<file path="src/rtl/cdu_pkg.sv">
// ---------------------------------------------------------------------------
// cdu_pkg : shared types and constants for the CDU read-counter loop. Rev 1.0
// ---------------------------------------------------------------------------
`default_nettype none

package cdu_pkg;

  localparam int CNT_W = 16;
  localparam int D_W   = 14;

  typedef enum logic [2:0] {
    ST_IDLE   = 3'd0,
    ST_SETTLE = 3'd1,
    ST_SAMPLE = 3'd2,
    ST_WAIT   = 3'd3,
    ST_STEP   = 3'd4
  } state_e;

  localparam int D1  = 0;
  localparam int D2  = 1;
  localparam int D3  = 2;
  localparam int D4  = 3;
  localparam int D5  = 4;
  localparam int D6  = 5;
  localparam int D7  = 6;
  localparam int D8  = 7;
  localparam int D9  = 8;
  localparam int D10 = 9;
  localparam int D11 = 10;
  localparam int D12 = 11;
  localparam int D13 = 12;
  localparam int D14 = 13;

  // Switch selects for cnt=0 in fine mode (bit i is _D(i+1))
  localparam logic [D_W-1:0] D_RESET = 14'h32AE;

endpackage

`default_nettype wire

</file>
<file path="src/rtl/switch_select_decode.sv">
// ---------------------------------------------------------------------------
// switch_select_decode : cnt[15:11] + mode -> active-low selects _D1.._D14. Rev 1.0
// ---------------------------------------------------------------------------
`default_nettype none

module switch_select_decode
  import cdu_pkg::*;
(
  input  logic [4:0]     cnt_hi_i,
  input  logic           coarse_i,
  output logic [D_W-1:0] d_o
);

  always_comb begin
    d_o          = '1;
    d_o[D4:D1]   = ~(4'b0001 << cnt_hi_i[2:1]);
    d_o[D5]      = cnt_hi_i[4];
    d_o[D7]      = cnt_hi_i[4] ^ cnt_hi_i[3];
    d_o[D9]      = coarse_i;
    d_o[D10]     = ~coarse_i;
    d_o[D11]     = cnt_hi_i[0];
    d_o[D12]     = coarse_i;
    d_o[D13]     = ~coarse_i;
    d_o[D14]     = ~cnt_hi_i[0];
  end

endmodule

`default_nettype wire

</file>
<file path="src/rtl/read_counter_sequencer.sv">
// ---------------------------------------------------------------------------
// read_counter_sequencer : CDU angle-read counter, null-seeking step loop. Rev 1.0
// ---------------------------------------------------------------------------
`default_nettype none

module read_counter_sequencer
  import cdu_pkg::*;
#(
  parameter int SETTLE     = 4,
  parameter int COARSE_DIV = 8,
  parameter int FINE_DIV   = 32,
  parameter int LOCK_CNT   = 16
)(
  input  logic             clk,
  input  logic             rst,
  input  logic             enable,
  input  logic             zero_req,
  input  logic             cmp_coarse_hi,
  input  logic             cmp_coarse_lo,
  input  logic             cmp_fine_hi,
  input  logic             cmp_fine_lo,
  output logic             _D1,
  output logic             _D2,
  output logic             _D3,
  output logic             _D4,
  output logic             _D5,
  output logic             _D6,
  output logic             _D7,
  output logic             _D8,
  output logic             _D9,
  output logic             _D10,
  output logic             _D11,
  output logic             _D12,
  output logic             _D13,
  output logic             _D14,
  output logic [CNT_W-1:0] cnt,
  output logic             up_pulse,
  output logic             dn_pulse,
  output logic             coarse,
  output logic             locked,
  output logic             cmp_err
);

  // SETTLE state lasts SETTLE+1 cycles: one extra for the decode register to
  // present the new selects, so comparators always see SETTLE settled cycles.
  localparam int MIN_PER = SETTLE + 3;
  localparam int PER_C   = (COARSE_DIV > MIN_PER) ? COARSE_DIV : MIN_PER;
  localparam int PER_F   = (FINE_DIV > MIN_PER) ? FINE_DIV : MIN_PER;
  localparam int TMR_W   = 16;

  localparam logic [TMR_W-1:0] SETTLE_LAST = TMR_W'(SETTLE);
  localparam logic [TMR_W-1:0] WAIT_C      = TMR_W'(PER_C - MIN_PER);
  localparam logic [TMR_W-1:0] WAIT_F      = TMR_W'(PER_F - MIN_PER);
  localparam logic [TMR_W-1:0] LOCK_SAT    = TMR_W'(LOCK_CNT);

  state_e             state_q, state_d;
  logic [TMR_W-1:0]   tmr_q, tmr_d;
  logic [TMR_W-1:0]   lockcnt_q, lockcnt_d;
  logic [CNT_W-1:0]   cnt_q, cnt_d;
  logic               dir_up_q, dir_up_d;
  logic               up_q, up_d;
  logic               dn_q, dn_d;
  logic               coarse_q, coarse_d;
  logic               locked_q, locked_d;
  logic               err_q, err_d;
  logic [D_W-1:0]     dsel_q, dsel_d;
  logic               samp_hi, samp_lo;
  logic [TMR_W-1:0]   wait_len;

  switch_select_decode u_decode (
    .cnt_hi_i (cnt_q[CNT_W-1:CNT_W-5]),
    .coarse_i (coarse_q),
    .d_o      (dsel_d)
  );

  always_ff @(posedge clk or posedge rst) begin
    if (rst) begin
      state_q   <= ST_IDLE;
      tmr_q     <= '0;
      lockcnt_q <= '0;
      cnt_q     <= '0;
      dir_up_q  <= 1'b0;
      up_q      <= 1'b0;
      dn_q      <= 1'b0;
      coarse_q  <= 1'b0;
      locked_q  <= 1'b0;
      err_q     <= 1'b0;
      dsel_q    <= D_RESET;
    end else begin
      state_q   <= state_d;
      tmr_q     <= tmr_d;
      lockcnt_q <= lockcnt_d;
      cnt_q     <= cnt_d;
      dir_up_q  <= dir_up_d;
      up_q      <= up_d;
      dn_q      <= dn_d;
      coarse_q  <= coarse_d;
      locked_q  <= locked_d;
      err_q     <= err_d;
      dsel_q    <= dsel_d;
    end
  end

  always_comb begin
    state_d   = state_q;
    tmr_d     = tmr_q;
    lockcnt_d = lockcnt_q;
    cnt_d     = cnt_q;
    dir_up_d  = dir_up_q;
    up_d      = 1'b0;
    dn_d      = 1'b0;
    coarse_d  = coarse_q;
    locked_d  = locked_q;
    err_d     = err_q;
    samp_hi   = 1'b0;
    samp_lo   = 1'b0;
    wait_len  = coarse_q ? WAIT_C : WAIT_F;

    if (zero_req) begin
      cnt_d     = '0;
      lockcnt_d = '0;
      locked_d  = 1'b0;
      err_d     = 1'b0;
      tmr_d     = '0;
      state_d   = enable ? ST_SETTLE : ST_IDLE;
    end else if (!enable) begin
      lockcnt_d = '0;
      locked_d  = 1'b0;
      state_d   = ST_IDLE;
    end else begin
      case (state_q)
        ST_IDLE: begin
          tmr_d   = '0;
          state_d = ST_SETTLE;
        end
        ST_SETTLE: begin
          if (tmr_q == SETTLE_LAST) state_d = ST_SAMPLE;
          else                      tmr_d   = tmr_q + 16'd1;
        end
        ST_SAMPLE: begin
          coarse_d = cmp_coarse_hi | cmp_coarse_lo;
          samp_hi  = coarse_d ? cmp_coarse_hi : cmp_fine_hi;
          samp_lo  = coarse_d ? cmp_coarse_lo : cmp_fine_lo;
          if (!coarse_d && !cmp_fine_hi && !cmp_fine_lo)
            lockcnt_d = (lockcnt_q >= LOCK_SAT) ? LOCK_SAT : lockcnt_q + 16'd1;
          else
            lockcnt_d = '0;
          locked_d = (lockcnt_d >= LOCK_SAT);
          if (samp_hi && samp_lo) err_d = 1'b1;
          tmr_d = '0;
          // A mode change only moves the selects; stepping resumes after they settle.
          if ((coarse_d == coarse_q) && (samp_hi ^ samp_lo)) begin
            dir_up_d = samp_hi;
            state_d  = (wait_len == '0) ? ST_STEP : ST_WAIT;
          end else begin
            state_d = ST_SETTLE;
          end
        end
        ST_WAIT: begin
          if (tmr_q == wait_len - 16'd1) state_d = ST_STEP;
          else                           tmr_d   = tmr_q + 16'd1;
        end
        ST_STEP: begin
          cnt_d    = dir_up_q ? cnt_q + 16'd1 : cnt_q - 16'd1;
          up_d     = dir_up_q;
          dn_d     = ~dir_up_q;
          locked_d = 1'b0;
          tmr_d    = '0;
          state_d  = ST_SETTLE;
        end
        default: state_d = ST_IDLE;
      endcase
    end
  end

  assign cnt      = cnt_q;
  assign up_pulse = up_q;
  assign dn_pulse = dn_q;
  assign coarse   = coarse_q;
  assign locked   = locked_q;
  assign cmp_err  = err_q;

  assign _D1  = dsel_q[D1];
  assign _D2  = dsel_q[D2];
  assign _D3  = dsel_q[D3];
  assign _D4  = dsel_q[D4];
  assign _D5  = dsel_q[D5];
  assign _D6  = dsel_q[D6];
  assign _D7  = dsel_q[D7];
  assign _D8  = dsel_q[D8];
  assign _D9  = dsel_q[D9];
  assign _D10 = dsel_q[D10];
  assign _D11 = dsel_q[D11];
  assign _D12 = dsel_q[D12];
  assign _D13 = dsel_q[D13];
  assign _D14 = dsel_q[D14];

endmodule

`default_nettype wire

</file>
<file path="config.mk">
export PLATFORM = sky130hd
export DESIGN_NAME = read_counter_sequencer
export DESIGN_NICKNAME = d
export VERILOG_FILES = /design/src/rtl/cdu_pkg.sv /design/src/rtl/switch_select_decode.sv /design/src/rtl/read_counter_sequencer.sv
export SDC_FILE = /design/constraint.sdc
export NUM_CORES = 1
export LEC_CHECK = 0
export CAP_MARGIN = 20
export CORE_MARGIN = 3
export CORE_UTILIZATION = 62
export CTS_BUF_LIST = sky130_fd_sc_hd__clkbuf_8
export DETAILED_ROUTE_END_ITERATION = 16
export GPL_TIMING_DRIVEN = 0
export MAX_ROUTING_LAYER = met4
export PLACE_DENSITY = 0.87
export SLEW_MARGIN = 20
export SYNTH_ARGS = -nofsm -noshare
export SYNTH_HDL_FRONTEND = slang
export SYNTH_SLANG_ARGS = --single-unit
</file>
<file path="constraint.sdc">
create_clock -name clk -period 4.57 [get_ports clk]
set_input_delay 1.1425 -clock clk [delete_from_list [all_inputs] [get_ports clk]]
set_output_delay 1.1425 -clock clk [all_outputs]
set_load 0.05 [all_outputs]
</file>
Word-level counts from Yosys, hierarchy flattened
Cells that the tools add are included.

Logic and storage cells: 103. Register bits: 69.

Muxes and demuxes: 41. Bitwise logic cells: 8. Shift operators: 1. Order comparisons: 2. Reduce and logical (&&, ||, !) cells: 22. Eq/ne operators: 13. $add $sub $neg: 5.

Operators with widths (number): $mux 16 (16); $add 16x1->16 const B (3); $pmux 16 s3 (1); $ge 16x5->1 const B (2); $mux 3 (6); $eq 16x16->1 (1); $eq 16x3->1 const B (1); $logic_not 16->1 (1); $sub 16x1->16 const B (1); $mux 1 (15); $pmux 3 s4 (1); $ne 4x4->1 const B (2); $reduce_and 4->1 (2); $reduce_bool 2->1 (4); $eq 3x2->1 const B (2); $ne 3x3->1 const B (2); $reduce_and 3->1 (2); $sub 5x1->6 const B (1); $mux 5 (1); $logic_and 1x1->1 (4); $ne 4x1->1 const B (1); $not 1->1 (4); $not 4->4 (1); $reduce_and 2->1 (2); 13 further kinds (16).

Depth between registers and ports, before layout
Word-level depth: 12. Mapped depth: 10. Depth with buffers taken out: 9.

Cells and area by module
From an unflattened synthesis, not the netlist that was laid out.

Cells, all modules: 401. Area, all modules: 3806.2 µm².

Modules (own cells, without submodules): read_counter_sequencer (seq. area each 1786.7 µm², cells an instance 386, times used 1, area each 3711.1 µm²); switch_select_decode (seq. area each 0.0 µm², cells an instance 15, times used 1, area each 95.1 µm²).

Least setup slack after synthesis
Ideal clock, no wire load.

Path kind: register to register. From: reg dir_up_q. To: reg cnt_q[15] (netlist: cnt[15]). Setup slack: 1.946 ns. Stages on the path, launching flop included: 10. Library setup time: 0.128 ns. Data arrival time: 2.496 ns. Cell sequence: dfrtp_1 -> inv_1 -> ha_1 -> a211oi_2 -> o21ai_1 -> o31ai_2 -> o21ai_2 -> a221oi_2 -> mux2i_1 -> mux2_1.

Word-level cells in the longest chain between the ends: 4.

RTL lines: start, declared (line read_counter_sequencer.sv:60) `logic dir_up_q, dir_up_d;`; start signal, assigned (line read_counter_sequencer.sv:94) `dir_up_q <= dir_up_d;`; $mux 16 (line read_counter_sequencer.sv:164) `cnt_d = dir_up_q ? cnt_q + 16'd1 : cnt_q - 16'd1;`; $mux 16 (line read_counter_sequencer.sv:131) `case (state_q)`; $mux 16 (line read_counter_sequencer.sv:126) `end else if (!enable) begin`; $mux 16 (line read_counter_sequencer.sv:119) `if (zero_req) begin`; end signal, assigned (line read_counter_sequencer.sv:93) `cnt_q <= cnt_d;`; end, declared (line read_counter_sequencer.sv:59) `logic [CNT_W-1:0] cnt_q, cnt_d;`.

No other way between the ends. The select of a mux whose other input is x is not followed. A chain may end at the register's enable or synchronous reset.

Worst setup path in the final report
Same ends and word-level chain as after synthesis.

==> impl_metrics.json <==
{
  "period_needed_ns": 3.13,
  "power_switching_mw": 0.296,
  "start_util_pct": 65.2,
  "synth.area.top_cells": "dfrtp_1 (43%), ha_1 (6.5%), o21ai_0 (5.5%)",
  "drt_wl_total_um": 8000,
  "avgSynthCellArea_um2": 9.63,
  "min-delay-start": "cnt[11]",
  "status": "finished clean",
  "critPathCaptureType": "flip-flop",
  "skew_ns": 0.00717,
  "fin_tns_setup_ns": 0,
  "syn_to_final_growth_pct": 20.0,
  "hp-class": "flip-flop to flip-flop",
  "grt_max_degree": 52,
  "gp_congestion": 0.851,
  "die_h_um": 82.5,
  "dpl.hpwl_um": 5600,
  "clock_latency_ns": 0.36,
  "cp_num_buf_inv": 1,
  "finalHoldViolations": 0,
  "antenna_found_initial": 0,
  "leakagePower_nw": 2.01,
  "drive_above_1_share_pct": 11.0,
  "slew_violations": 0,
  "p_sw_share_pct": 25.4,
  "synthFlopType": "dfrtp_1",
  "ant_nets": 0,
  "synth_cell_types": 52,
  "finalSetupViolations": 0,
  "synthArstFlopShare_pct": 100,
  "drt-initial-drc-count": 229,
  "worst_pin_slew_ns": 0.651,
  "clock_sinks": 67,
  "r2r_cells": 9,
  "power_density_mw_per_mm2": 268,
  "core_area_mm2": 0.00557,
  "dieArea_mm2": 0.00681,
  "synth_top_cell_area_share_pct": 42.7,
  "grt_use_met3_pct": 4.88,
  "relSlewSlack_pct": 56.4,
  "startpoint_type": "flip-flop",
  "post_cts_buffers": 0,
  "crit_type": "flip-flop to flip-flop",
  "ir_worst_vdd_mv": 0.198,
  "via_per_inst": 5.85,
  "ys_seq_area_share_pct": 46.3,
  "vias": 2964,
  "synth-edff-count": 0,
  "synthCells": 377,
  "required_ns": 4.81,
  "post-route-period-util_pct": 68.5,
  "rrSetupSlack_ns": 1.44,
  "path_cells": "inv_1 > ha_1 > a211oi_2 > o21ai_1 > o31ai_2 > o21ai_2 > a221oi_2 > mux2i_1 > mux2_1",
  "grt.met1_usage_pct": 33.4,
  "pwr-share-seq_pct": 51.2,
  "crit_arrival_ns": 3.37,
  "io_pins": 43,
  "wl_per_cell_um": 15.8,
  "cpPeakStageDelay_ns": 0.49,
  "drc": 0,
  "antenna_cells": 0,
  "synthTopCellsByCount": "dfrtp_1 (62), o21ai_0 (40), nand2_1 (38), nor2_1 (27), ha_1 (19)",
  "cts_buffer_depth": 2,
  "cts.clk_slew.worst_paths_ns": 0.08,
  "dr.pass1.iters": 4,
  "die_w_um": 82.5,
  "timing.rr.start": "dir_up_q",
  "intPower_mw": 0.870,
  "met2_usage_pct": 43.3,
  "yosysMostFrequentCell": "dfrtp_1",
  "total_power_mw": 1.17,
  "cts_buffers": 9,
  "cp_top_family": "compound AO/OA/AOI/OAI gates",
  "max_clock_freq_mhz": 320,
  "grt_pass1_wl_um": 13500,
  "r2r_end": "cnt[15]",
  "p_clk_share_pct": 43.1,
  "port_buffers": 40,
  "top_usage_layer": "met2",
  "grtUsageTotal_pct": 26.9,
  "critPathMaxFanout": 17,
  "cts_root_buffer": "clkbuf_8",
  "maxCapViolCount": 0,
  "worstHoldEndpoint": "dsel_q[10]",
  "ys_warn_count": 0,
  "cts-hold-fix-buffers": 0,
  "cpMaxStageDelayCell": "inv_1",
  "post_cts_resized": 0,
  "gr-total-overflow": 0,
  "htreeDepth": 3,
  "rsz0062_at_grt": "no",
  "hold_depth": 0,
  "synth_area_mm2": 0.00363,
  "p_comb_share_pct": 5.7,
  "nets": 458,
  "cts_tree": "done",
  "yosys.area.top_type": "dfrtp_1",
  "rows": 27,
  "synth-seq-cells": 67,
  "grt_pass1_vias": 2922
}
[flip-flops by register name, summed over array words and instances (netlist names)]
| signal | flops |
|---|---|
| cnt | 16 |
| dir_up_q | 1 |
| state_q | 3 |
| lockcnt_q | 16 |
| dsel_q | 10 |
| tmr_q | 16 |
| dn_pulse | 1 |
| cmp_err | 1 |
| coarse | 1 |
| up_pulse | 1 |
| locked | 1 |
[cell usage in the layout (no fill, tap or decap), types with 2 or more instances in the layout]
cell type,count
a211oi_2,3
and2_1,14
conb_1,2
nor3_1,4
o211ai_1,2
and3b_1,2
nand2b_1,6
nor2_1,27
buf_6,2
a21oi_1,14
nor3b_1,4
o21ai_1,7
and3_1,4
nand3_1,12
inv_1,14
dfrtp_1,62
buf_4,6
a31oi_1,6
clkinvlp_4,4
dfstp_2,5
or2_2,3
o31ai_1,5
clkbuf_8,9
clkbuf_1,4
xor2_1,7
ha_1,19
o21ai_2,6
a21boi_0,2
clkdlybuf4s50_1,40
a21o_1,10
nand2_1,38
nor2b_1,4
nor4_1,7
o21ai_0,40
o21a_1,3
nand4_1,5
nor4b_1,2
mux2i_1,2
xnor2_1,7
and4_1,2
[how the worst max path moves through the flow]
stage	startpoint	to	slack, ns	cells after the start
after global routing	dir_up_q	cnt[15]	1.25	9
after CTS	dir_up_q	cnt[15]	1.47	9
final	dir_up_q	cnt[15]	1.44	9
after detailed placement	enable	cnt[6]	1.39	5
after global placement	rst	tmr_q[6]	0.70	2
after floorplan	rst	cmp_err	1.75	1
[logic make-up after synthesis]
group / Yosys count / share of synthesized area [%]
XOR/XNOR: 14 / 3.38
other: 1 / 0.103
AO/OA/AOI/OAI: 106 / 18.7
flip-flops: 67 / 46.3
buffers and inverters: 28 / 3.96
multiplexers: 3 / 0.861
adder cells (fa/ha/maj): 20 / 7.10
AND/OR/NAND/NOR: 138 / 19.5
[layer usage]
metal,vias up,routed length (µm),share of wire [%]
met5,-,0,0
met4,0,133,1.7
met3,11,347,4.3
met2,70,3880,48
met1,1439,3640,45
li1,1444,-,-
[through the flow]
step                      worst slack (ns)  util (%)  hold WS [ns]  cells  cell area (µm²)
after global routing                  1.25      78.2         0.500    507             4360
final                                 1.44      78.2         0.470    507             4360
after detailed placement              1.39      74.6         0.458    491             4160
after floorplan                       1.75         -         0.419    378             3640
after global placement               0.702      74.0         0.440    490             4130
after CTS                             1.47      78.2         0.474    507             4360
[power groups by stage]
stage	sequential [mW]	clock, mW	combinational, mW
2_1_floorplan	0.610	0	0.0403
3_3_place_gp	0.609	0	0.0614
3_5_place_dp	0.609	0	0.0669
4_1_cts	0.597	0.506	0.0673
5_1_grt	0.597	0.539	0.0743
6_report	0.597	0.503	0.0665
[area by class of cell]
class                           instances  area (µm²)
Buffer                                 13        87.6
Clock buffer                            9         124
Clock inverter                          7        77.6
Fill cell                             371        1220
Inverter                               15        58.8
Multi-Input combinational cell        283        1810
Sequential cell                        67        1680
Tap cell                               72        90.1
Timing Repair Buffer                   41         428
(Power assumes the default switching activity.)
